--- src/rtl/mem_port_arbiter_pkg.sv ---
// Shared types and defaults for the I/D memory-port arbiter.
// Holds the FSM encoding, owner codes and the latency-pipe entry layout.
package mem_arb_pkg;

  typedef enum logic [1:0] {
    ST_IDLE  = 2'd0,
    ST_ISSUE = 2'd1,
    ST_WAIT  = 2'd2,
    ST_FIN   = 2'd3
  } state_t;

  localparam logic OWNER_I = 1'b0;
  localparam logic OWNER_D = 1'b1;

  localparam int DEF_MEM_LAT    = 1;
  localparam int DEF_MAX_LEN    = 4;
  localparam int DEF_STARVE_LIM = 3;

  typedef struct packed {
    logic valid;
    logic owner;
    logic last;
  } pipe_ent_t;

  // Zero-length bursts read one word; oversize bursts are clamped.
  function automatic logic [2:0] norm_len(input logic [2:0] raw, input int max_len);
    logic [2:0] res;
    res = raw;
    if (raw == 3'd0) begin
      res = 3'd1;
    end else if (int'(raw) > max_len) begin
      res = 3'(max_len);
    end
    return res;
  endfunction

endpackage

--- src/rtl/mem_port_arbiter_if.sv ---
// Requester-side and memory-side signals of the arbiter, bundled with
// an arbiter view (slave) and an environment view (master).
interface mem_port_arbiter_if #(
  parameter int ADDR_W = 12,
  parameter int DATA_W = 32
);
  // Handshake: REQ is a level held (with stable attributes) until DONE;
  // GNT and DONE are single-cycle pulses; RVALID qualifies RDATA per beat.
  logic              I_REQ;
  logic [ADDR_W-1:0] I_ADDR;
  logic [2:0]        I_LEN;
  logic              I_GNT;
  logic              I_RVALID;
  logic              I_DONE;

  logic              D_REQ;
  logic              D_WEN;
  logic [ADDR_W-1:0] D_ADDR;
  logic [2:0]        D_LEN;
  logic [3:0]        D_BE;
  logic [DATA_W-1:0] D_WDATA;
  logic              D_GNT;
  logic              D_RVALID;
  logic              D_DONE;

  logic [DATA_W-1:0] RDATA;

  logic              MEM_CSN;
  logic              MEM_WEN;
  logic [ADDR_W-1:0] MEM_ADDR;
  logic [3:0]        MEM_BE;
  logic [DATA_W-1:0] MEM_DOUT;
  logic [DATA_W-1:0] MEM_DI;

  modport slave (
    input  I_REQ, I_ADDR, I_LEN,
    input  D_REQ, D_WEN, D_ADDR, D_LEN, D_BE, D_WDATA,
    input  MEM_DI,
    output I_GNT, I_RVALID, I_DONE,
    output D_GNT, D_RVALID, D_DONE,
    output RDATA,
    output MEM_CSN, MEM_WEN, MEM_ADDR, MEM_BE, MEM_DOUT
  );

  modport master (
    output I_REQ, I_ADDR, I_LEN,
    output D_REQ, D_WEN, D_ADDR, D_LEN, D_BE, D_WDATA,
    output MEM_DI,
    input  I_GNT, I_RVALID, I_DONE,
    input  D_GNT, D_RVALID, D_DONE,
    input  RDATA,
    input  MEM_CSN, MEM_WEN, MEM_ADDR, MEM_BE, MEM_DOUT
  );

endinterface

--- src/rtl/mem_arb_lat_pipe.sv ---
// Delays the per-beat {valid, owner, last} tag by the memory read latency
// so the read-valid and done strobes line up with MEM_DI.
module mem_arb_lat_pipe
  import mem_arb_pkg::*;
#(
  parameter int LAT = DEF_MEM_LAT
) (
  input  logic      CLK,
  input  logic      RST,
  input  pipe_ent_t in_ent,
  output pipe_ent_t out_ent
);

  pipe_ent_t stage_q [LAT];
  pipe_ent_t stage_d [LAT];

  always_comb begin
    stage_d[0] = in_ent;
    for (int k = 1; k < LAT; k++) begin
      stage_d[k] = stage_q[k-1];
    end
  end

  // Clearing on reset drops any beats still in flight.
  always_ff @(posedge CLK) begin
    if (RST) begin
      for (int k = 0; k < LAT; k++) begin
        stage_q[k] <= '0;
      end
    end else begin
      for (int k = 0; k < LAT; k++) begin
        stage_q[k] <= stage_d[k];
      end
    end
  end

  assign out_ent = stage_q[LAT-1];

endmodule

--- src/rtl/mem_port_arbiter.sv ---
// Shares one memory port between instruction fetch (I) and data cache (D):
// arbitrates with an I anti-starvation limit, issues bursts, returns data.
module mem_port_arbiter
  import mem_arb_pkg::*;
#(
  parameter int ADDR_W     = 12,
  parameter int DATA_W     = 32,
  parameter int MEM_LAT    = DEF_MEM_LAT,
  parameter int MAX_LEN    = DEF_MAX_LEN,
  parameter int STARVE_LIM = DEF_STARVE_LIM
) (
  input  logic                 CLK,
  input  logic                 RST,
  mem_port_arbiter_if.slave    bus,
  output state_t               dbg_state
);

  localparam int SW = $clog2(STARVE_LIM + 2);

  state_t            state_q, state_d;
  logic [2:0]        beat_q, beat_d;
  logic [2:0]        len_q, len_d;
  logic [2:0]        wait_cnt_q, wait_cnt_d;
  logic [SW-1:0]     starve_q, starve_d;
  logic              owner_q, owner_d;
  logic              wen_q, wen_d;
  logic [ADDR_W-1:0] base_q, base_d;
  logic [3:0]        be_q, be_d;
  logic [DATA_W-1:0] wdata_q, wdata_d;

  logic              mem_csn_q, mem_csn_d;
  logic              mem_wen_q, mem_wen_d;
  logic [ADDR_W-1:0] mem_addr_q, mem_addr_d;
  logic [3:0]        mem_be_q, mem_be_d;
  logic [DATA_W-1:0] mem_dout_q, mem_dout_d;
  logic              i_gnt_q, i_gnt_d;
  logic              d_gnt_q, d_gnt_d;

  logic              i_win;
  pipe_ent_t         pipe_in;
  pipe_ent_t         pipe_out;

  // D is preferred unless I is alone or has waited out STARVE_LIM D grants.
  assign i_win = bus.I_REQ && (!bus.D_REQ || (starve_q == SW'(STARVE_LIM)));

  always_comb begin
    state_d    = state_q;
    beat_d     = beat_q;
    len_d      = len_q;
    wait_cnt_d = wait_cnt_q;
    starve_d   = starve_q;
    owner_d    = owner_q;
    wen_d      = wen_q;
    base_d     = base_q;
    be_d       = be_q;
    wdata_d    = wdata_q;
    i_gnt_d    = 1'b0;
    d_gnt_d    = 1'b0;

    case (state_q)
      ST_IDLE: begin
        if (bus.I_REQ || bus.D_REQ) begin
          if (i_win) begin
            owner_d  = OWNER_I;
            base_d   = bus.I_ADDR;
            len_d    = norm_len(bus.I_LEN, MAX_LEN);
            wen_d    = 1'b1;
            be_d     = 4'hF;
            wdata_d  = '0;
            starve_d = '0;
            i_gnt_d  = 1'b1;
          end else begin
            owner_d  = OWNER_D;
            base_d   = bus.D_ADDR;
            wen_d    = bus.D_WEN;
            len_d    = bus.D_WEN ? norm_len(bus.D_LEN, MAX_LEN) : 3'd1;
            be_d     = bus.D_WEN ? 4'hF : bus.D_BE;
            wdata_d  = bus.D_WDATA;
            starve_d = bus.I_REQ ? (starve_q + SW'(1)) : '0;
            d_gnt_d  = 1'b1;
          end
          beat_d  = 3'd0;
          state_d = ST_ISSUE;
        end
      end
      ST_ISSUE: begin
        if (beat_q == (len_q - 3'd1)) begin
          wait_cnt_d = 3'd0;
          state_d    = ST_WAIT;
        end else begin
          beat_d = beat_q + 3'd1;
        end
      end
      ST_WAIT: begin
        if (wait_cnt_q == 3'(MEM_LAT - 1)) begin
          state_d = ST_FIN;
        end else begin
          wait_cnt_d = wait_cnt_q + 3'd1;
        end
      end
      ST_FIN: begin
        state_d = ST_IDLE;
      end
      default: begin
        state_d = ST_IDLE;
      end
    endcase

    // Memory outputs are registered, so they are built from next-cycle values.
    if (state_d == ST_ISSUE) begin
      mem_csn_d  = 1'b0;
      mem_wen_d  = wen_d;
      mem_be_d   = be_d;
      mem_addr_d = base_d + ADDR_W'(beat_d);
      mem_dout_d = wdata_d;
    end else begin
      mem_csn_d  = 1'b1;
      mem_wen_d  = 1'b1;
      mem_be_d   = 4'h0;
      mem_addr_d = '0;
      mem_dout_d = '0;
    end
  end

  always_ff @(posedge CLK) begin
    if (RST) begin
      state_q    <= ST_IDLE;
      beat_q     <= '0;
      len_q      <= '0;
      wait_cnt_q <= '0;
      starve_q   <= '0;
      owner_q    <= OWNER_I;
      wen_q      <= 1'b1;
      base_q     <= '0;
      be_q       <= '0;
      wdata_q    <= '0;
      mem_csn_q  <= 1'b1;
      mem_wen_q  <= 1'b1;
      mem_addr_q <= '0;
      mem_be_q   <= '0;
      mem_dout_q <= '0;
      i_gnt_q    <= 1'b0;
      d_gnt_q    <= 1'b0;
    end else begin
      state_q    <= state_d;
      beat_q     <= beat_d;
      len_q      <= len_d;
      wait_cnt_q <= wait_cnt_d;
      starve_q   <= starve_d;
      owner_q    <= owner_d;
      wen_q      <= wen_d;
      base_q     <= base_d;
      be_q       <= be_d;
      wdata_q    <= wdata_d;
      mem_csn_q  <= mem_csn_d;
      mem_wen_q  <= mem_wen_d;
      mem_addr_q <= mem_addr_d;
      mem_be_q   <= mem_be_d;
      mem_dout_q <= mem_dout_d;
      i_gnt_q    <= i_gnt_d;
      d_gnt_q    <= d_gnt_d;
    end
  end

  // Tag each visible address cycle; beat_q is aligned with the address shown.
  assign pipe_in = '{
    valid: !mem_csn_q && mem_wen_q,
    owner: owner_q,
    last:  !mem_csn_q && (beat_q == (len_q - 3'd1))
  };

  mem_arb_lat_pipe #(
    .LAT (MEM_LAT)
  ) u_lat_pipe (
    .CLK     (CLK),
    .RST     (RST),
    .in_ent  (pipe_in),
    .out_ent (pipe_out)
  );

  assign bus.I_GNT    = i_gnt_q;
  assign bus.D_GNT    = d_gnt_q;
  assign bus.I_RVALID = pipe_out.valid && (pipe_out.owner == OWNER_I);
  assign bus.D_RVALID = pipe_out.valid && (pipe_out.owner == OWNER_D);
  assign bus.I_DONE   = pipe_out.last  && (pipe_out.owner == OWNER_I);
  assign bus.D_DONE   = pipe_out.last  && (pipe_out.owner == OWNER_D);
  assign bus.RDATA    = bus.MEM_DI;

  assign bus.MEM_CSN  = mem_csn_q;
  assign bus.MEM_WEN  = mem_wen_q;
  assign bus.MEM_ADDR = mem_addr_q;
  assign bus.MEM_BE   = mem_be_q;
  assign bus.MEM_DOUT = mem_dout_q;

  assign dbg_state = state_q;

endmodule

--- src/flat_wrapper.sv ---
// flat-port wrapper written by rule: the top's interface ports become plain ports
module mem_port_arbiter_flat import mem_arb_pkg::*;
#(
  parameter int ADDR_W     = 12,
  parameter int DATA_W     = 32,
  parameter int MEM_LAT    = DEF_MEM_LAT,
  parameter int MAX_LEN    = DEF_MAX_LEN,
  parameter int STARVE_LIM = DEF_STARVE_LIM
)
  (CLK, RST, dbg_state, bus_I_REQ, bus_I_ADDR, bus_I_LEN, bus_D_REQ, bus_D_WEN, bus_D_ADDR, bus_D_LEN, bus_D_BE, bus_D_WDATA, bus_MEM_DI, bus_I_GNT, bus_I_RVALID, bus_I_DONE, bus_D_GNT, bus_D_RVALID, bus_D_DONE, bus_RDATA, bus_MEM_CSN, bus_MEM_WEN, bus_MEM_ADDR, bus_MEM_BE, bus_MEM_DOUT);
  mem_port_arbiter_if #(.ADDR_W(ADDR_W), .DATA_W(DATA_W)) bus_i ();
  input  logic CLK;
  input  logic RST;
  output state_t dbg_state;
  input wire logic [$bits(bus_i.I_REQ)-1:0] bus_I_REQ;
  input wire logic [$bits(bus_i.I_ADDR)-1:0] bus_I_ADDR;
  input wire logic [$bits(bus_i.I_LEN)-1:0] bus_I_LEN;
  input wire logic [$bits(bus_i.D_REQ)-1:0] bus_D_REQ;
  input wire logic [$bits(bus_i.D_WEN)-1:0] bus_D_WEN;
  input wire logic [$bits(bus_i.D_ADDR)-1:0] bus_D_ADDR;
  input wire logic [$bits(bus_i.D_LEN)-1:0] bus_D_LEN;
  input wire logic [$bits(bus_i.D_BE)-1:0] bus_D_BE;
  input wire logic [$bits(bus_i.D_WDATA)-1:0] bus_D_WDATA;
  input wire logic [$bits(bus_i.MEM_DI)-1:0] bus_MEM_DI;
  output wire logic [$bits(bus_i.I_GNT)-1:0] bus_I_GNT;
  output wire logic [$bits(bus_i.I_RVALID)-1:0] bus_I_RVALID;
  output wire logic [$bits(bus_i.I_DONE)-1:0] bus_I_DONE;
  output wire logic [$bits(bus_i.D_GNT)-1:0] bus_D_GNT;
  output wire logic [$bits(bus_i.D_RVALID)-1:0] bus_D_RVALID;
  output wire logic [$bits(bus_i.D_DONE)-1:0] bus_D_DONE;
  output wire logic [$bits(bus_i.RDATA)-1:0] bus_RDATA;
  output wire logic [$bits(bus_i.MEM_CSN)-1:0] bus_MEM_CSN;
  output wire logic [$bits(bus_i.MEM_WEN)-1:0] bus_MEM_WEN;
  output wire logic [$bits(bus_i.MEM_ADDR)-1:0] bus_MEM_ADDR;
  output wire logic [$bits(bus_i.MEM_BE)-1:0] bus_MEM_BE;
  output wire logic [$bits(bus_i.MEM_DOUT)-1:0] bus_MEM_DOUT;
  assign bus_i.I_REQ = bus_I_REQ;
  assign bus_i.I_ADDR = bus_I_ADDR;
  assign bus_i.I_LEN = bus_I_LEN;
  assign bus_i.D_REQ = bus_D_REQ;
  assign bus_i.D_WEN = bus_D_WEN;
  assign bus_i.D_ADDR = bus_D_ADDR;
  assign bus_i.D_LEN = bus_D_LEN;
  assign bus_i.D_BE = bus_D_BE;
  assign bus_i.D_WDATA = bus_D_WDATA;
  assign bus_i.MEM_DI = bus_MEM_DI;
  assign bus_I_GNT = bus_i.I_GNT;
  assign bus_I_RVALID = bus_i.I_RVALID;
  assign bus_I_DONE = bus_i.I_DONE;
  assign bus_D_GNT = bus_i.D_GNT;
  assign bus_D_RVALID = bus_i.D_RVALID;
  assign bus_D_DONE = bus_i.D_DONE;
  assign bus_RDATA = bus_i.RDATA;
  assign bus_MEM_CSN = bus_i.MEM_CSN;
  assign bus_MEM_WEN = bus_i.MEM_WEN;
  assign bus_MEM_ADDR = bus_i.MEM_ADDR;
  assign bus_MEM_BE = bus_i.MEM_BE;
  assign bus_MEM_DOUT = bus_i.MEM_DOUT;
  mem_port_arbiter #(.ADDR_W(ADDR_W), .DATA_W(DATA_W), .MEM_LAT(MEM_LAT), .MAX_LEN(MAX_LEN), .STARVE_LIM(STARVE_LIM)) u_core (.CLK(CLK), .RST(RST), .bus(bus_i), .dbg_state(dbg_state));
endmodule
--- config.mk ---
export PLATFORM = sky130hd
export DESIGN_NAME = mem_port_arbiter_flat
export DESIGN_NICKNAME = d
export VERILOG_FILES = /design/src/rtl/mem_port_arbiter_pkg.sv /design/src/rtl/mem_port_arbiter_if.sv /design/src/rtl/mem_arb_lat_pipe.sv /design/src/rtl/mem_port_arbiter.sv /design/src/flat_wrapper.sv
export SDC_FILE = /design/constraint.sdc
export NUM_CORES = 1
export LEC_CHECK = 0
export BUFFER_PORTS_ARGS = -buffer_cell sky130_fd_sc_hd__buf_2
export CAP_MARGIN = 5
export CORE_ASPECT_RATIO = 0.75
export CORE_UTILIZATION = 40
export CTS_BUF_LIST = sky130_fd_sc_hd__clkbuf_8
export CTS_CLUSTER_SIZE = 30
export DETAILED_ROUTE_END_ITERATION = 8
export GPL_ROUTABILITY_DRIVEN = 0
export HOLD_SLACK_MARGIN = 0.06
export PLACE_DENSITY = 0.68
export SYNTH_ARGS = -nofsm -noshare
export SYNTH_HDL_FRONTEND = slang
export SYNTH_SLANG_ARGS = --single-unit
--- constraint.sdc ---
create_clock -name CLK -period 3.7 [get_ports CLK]
set_input_delay 0.74 -clock CLK [delete_from_list [all_inputs] [get_ports CLK]]
set_output_delay 0.74 -clock CLK [all_outputs]
set_load 0.1 [all_outputs]
==> impl_metrics.json <==
{
  "die_w_um": 127,
  "wl_um": 11400,
  "reg2reg_depth": 14,
  "critPathCaptureType": "flop",
  "hold_path.class": "flop to flop",
  "gr-usage-met3_pct": 5.34,
  "fin_nets": 729,
  "clk_path_buf_depth": 2,
  "place_inst": 751,
  "clock.fmax_mhz": 289,
  "post_cts_buffers": 0,
  "std_cell_rows": 33,
  "regArea_um2": 2380,
  "crit_fanout": 5,
  "rsz0062_at_grt": "no",
  "synthesis.area_um2": 4720,
  "synth.yosys.seq_area_share_pct": 50.5,
  "setup_ws_ps": 234,
  "grt_max_degree": 45,
  "crit_cells": 14,
  "setup_viol": 0,
  "peakVddDrop_v": 0.000378,
  "die_area_um2": 12200,
  "grt_pass1_vias": 3741,
  "fp.coreArea_um2": 11200,
  "wl_per_cell_um": 14.6,
  "status": "finished, final reports clean",
  "clock_latency_ps": 420,
  "cts_tree": "built",
  "synthFlopType": "dfxtp_1",
  "hold_violations": 0,
  "synth-edff-count": 0,
  "synthArstFlopShare_pct": 0,
  "ys_ff_latch": 119,
  "multiInputGateArea_um2": 1940,
  "htreeDepth": 4,
  "fp.dieH_um": 96.1,
  "dp_hpwl_um": 8100,
  "busiest_layer": "met2",
  "firstDrtPassIters": 4,
  "area_growth_pct": 21.0,
  "worstSetupPathType": "flop to flop",
  "grt_pass1_wl_um": 17900,
  "syn_area_per_cell_um2": 9.18,
  "track_usage_pct": 19.1,
  "fin_skew_ps": 10.2,
  "drive_above_1_share_pct": 30.0,
  "period_needed_ps": 3470,
  "hold-worst-slack_ps": 459,
  "p_per_area_nw_per_um2": 631,
  "antenna_found_initial": 0,
  "hold-path-cell-count": 2,
  "port_buffers": 128,
  "tns_ps": 0,
  "crit_path_top_delay_cell": "or4_4",
  "antenna_cells": 0,
  "clk_pin_slew_ps": 70,
  "final_common_cell": "buf_2",
  "drt_iter0_markers": 229,
  "met2_usage_pct": 30.1,
  "vias": 3956,
  "use_met1_pct": 23.9,
  "grt-ovfl-total": 0,
  "cp.required_ps": 4050,
  "ant_nets": 0,
  "start_util_pct": 42.2,
  "ys.warnings.count": 0,
  "cts-root-buf": "clkbuf_8",
  "timing.slew.headroom_pct": 43.1,
  "crit_arrival_ps": 3810,
  "drc_errors": 0,
  "numCtsBuffers": 17,
  "crit_family": "simple AND/OR/NAND/NOR gates",
  "crit_path_start_kind": "flop",
  "slew_viol_final": 0,
  "synth.distinct_cells": 54,
  "power_mw": 3.60,
  "worst_pin_slew_ps": 832,
  "dp_worst_setup_slack_ps": 190,
  "drt-vias-per-instance": 5.05,
  "cp_num_buf_inv": 2,
  "clock_sinks": 119,
  "synth_cells": 514,
  "final_cell_mix": "128 x buf_2, 117 x dfxtp_1, 113 x nor2_1, 33 x a22oi_1, 22 x nand2_1",
  "period_share_pct": 93.7,
  "fill_cells": 1063,
  "cpPeakStageDelay_ps": 580,
  "maxCapViolCount": 0,
  "io_pins": 193,
  "crit_path_cell_trace": "inv_1 > ha_1 > xnor3_1 > nand3_1 > mux2_2 > a22oi_1 > inv_1 > ha_1 > a21o_1 > a21oi_1 > a211oi_2 > nand3_1 > or4_4 > a21oi_2",
  "syn-num-nets": 630,
  "leakage_nw": 2.58,
  "instances_no_fill": 783
}
==> through the flow <==
step	instance area [um^2]	util, %
final	5710	51.0
after global routing	5710	51.0
after CTS	5710	51.0
after detailed placement	5310	47.4
after global placement	5310	47.4
after floorplan	4720	-
==> where the power goes <==
group	switching (mW)	total [mW]	internal, mW
Combinational	0.775	1.00	0.227
Sequential	0.0428	1.44	1.40
Clock	0.508	1.16	0.648
==> kinds of logic after synthesis <==
logic type               synth area share (%)
XOR/XNOR                                 2.33
flip-flops                               50.5
AO/OA/AOI/OAI                            16.7
buffers and inverters                    9.06
adder cells (fa/ha/maj)                  3.60
AND/OR/NAND/NOR                          17.6
multiplexers                            0.239
==> path summary, 6_finish.rpt <==
kind | end | startpoint | slack, ps
setup reg to reg | u_core.bus.MEM_ADDR[11]$_SDFF_PP0_ | u_core.len_q[0]$_SDFFE_PP0P_ | 230
hold / removal | u_core.starve_q[1]$_SDFFE_PP0P_ | u_core.starve_q[1]$_SDFFE_PP0P_ | 460
setup / recovery | u_core.bus.MEM_ADDR[11]$_SDFF_PP0_ | u_core.len_q[0]$_SDFFE_PP0P_ | 230
hold reg to reg | u_core.starve_q[1]$_SDFFE_PP0P_ | u_core.starve_q[1]$_SDFFE_PP0P_ | 460
==> cell usage after synthesis (6+ instances only) <==
cell type	n	share of area (%)
buf_2	6	0.64
nor2_1	114	9.1
nor2b_1	9	1.2
buf_4	33	5.2
a22oi_1	33	5.2
a31oi_1	8	1.1
a21oi_1	21	2.2
clkbuf_1	16	1.3
nand2_1	23	1.8
nand3_1	8	0.85
and2_1	11	1.5
dfxtp_1	119	50
ha_1	12	3.2
inv_1	15	1.2
==> worst min-delay path, cell delays in order, from the launching register on <==
cell	delay, ps
dfxtp_1	310
nand2_1	50
a21oi_1	50
==> metal layers <==
metal / vias to the layer above / part of all wire [%]
li1: 1930 / -
met5: - / 0
met4: 0 / 1.7
met1: 1858 / 47
met2: 143 / 44
met3: 25 / 6.9
==> sequential cells by signal, indices dropped and copies added, names as in the netlist <==
signal,cells
u_core.bus.MEM_DOUT,32
u_core.wdata_q,32
u_core.base_q,12
u_core.bus.MEM_ADDR,12
u_core.be_q,4
u_core.bus.MEM_BE,4
u_core.beat_q,3
u_core.len_q,3
u_core.starve_q,3
u_core.u_lat_pipe.stage_q,3
u_core.wait_cnt_q,3
u_core.dbg_state,2
u_core.bus.D_GNT,1
u_core.bus.I_GNT,1
u_core.bus.MEM_CSN,1
u_core.bus.MEM_WEN,1
u_core.owner_q,1
u_core.wen_q,1
==> repair_timing <==
action | 4_1_cts | 5_1_grt
resized for setup | 0 | 1
setup endpoints to repair | 0 | 1
hold buffers | 0 | 0
==> layout make-up <==
class	count	area share, %
sequential	119	41.8
multi-input combinational	320	34.0
timing repair buffer	140	12.8
clock buffer	20	4.82
tap	157	3.44
clock inverter	12	2.19
inverter	15	0.986
(Power assumes the default switching activity.)
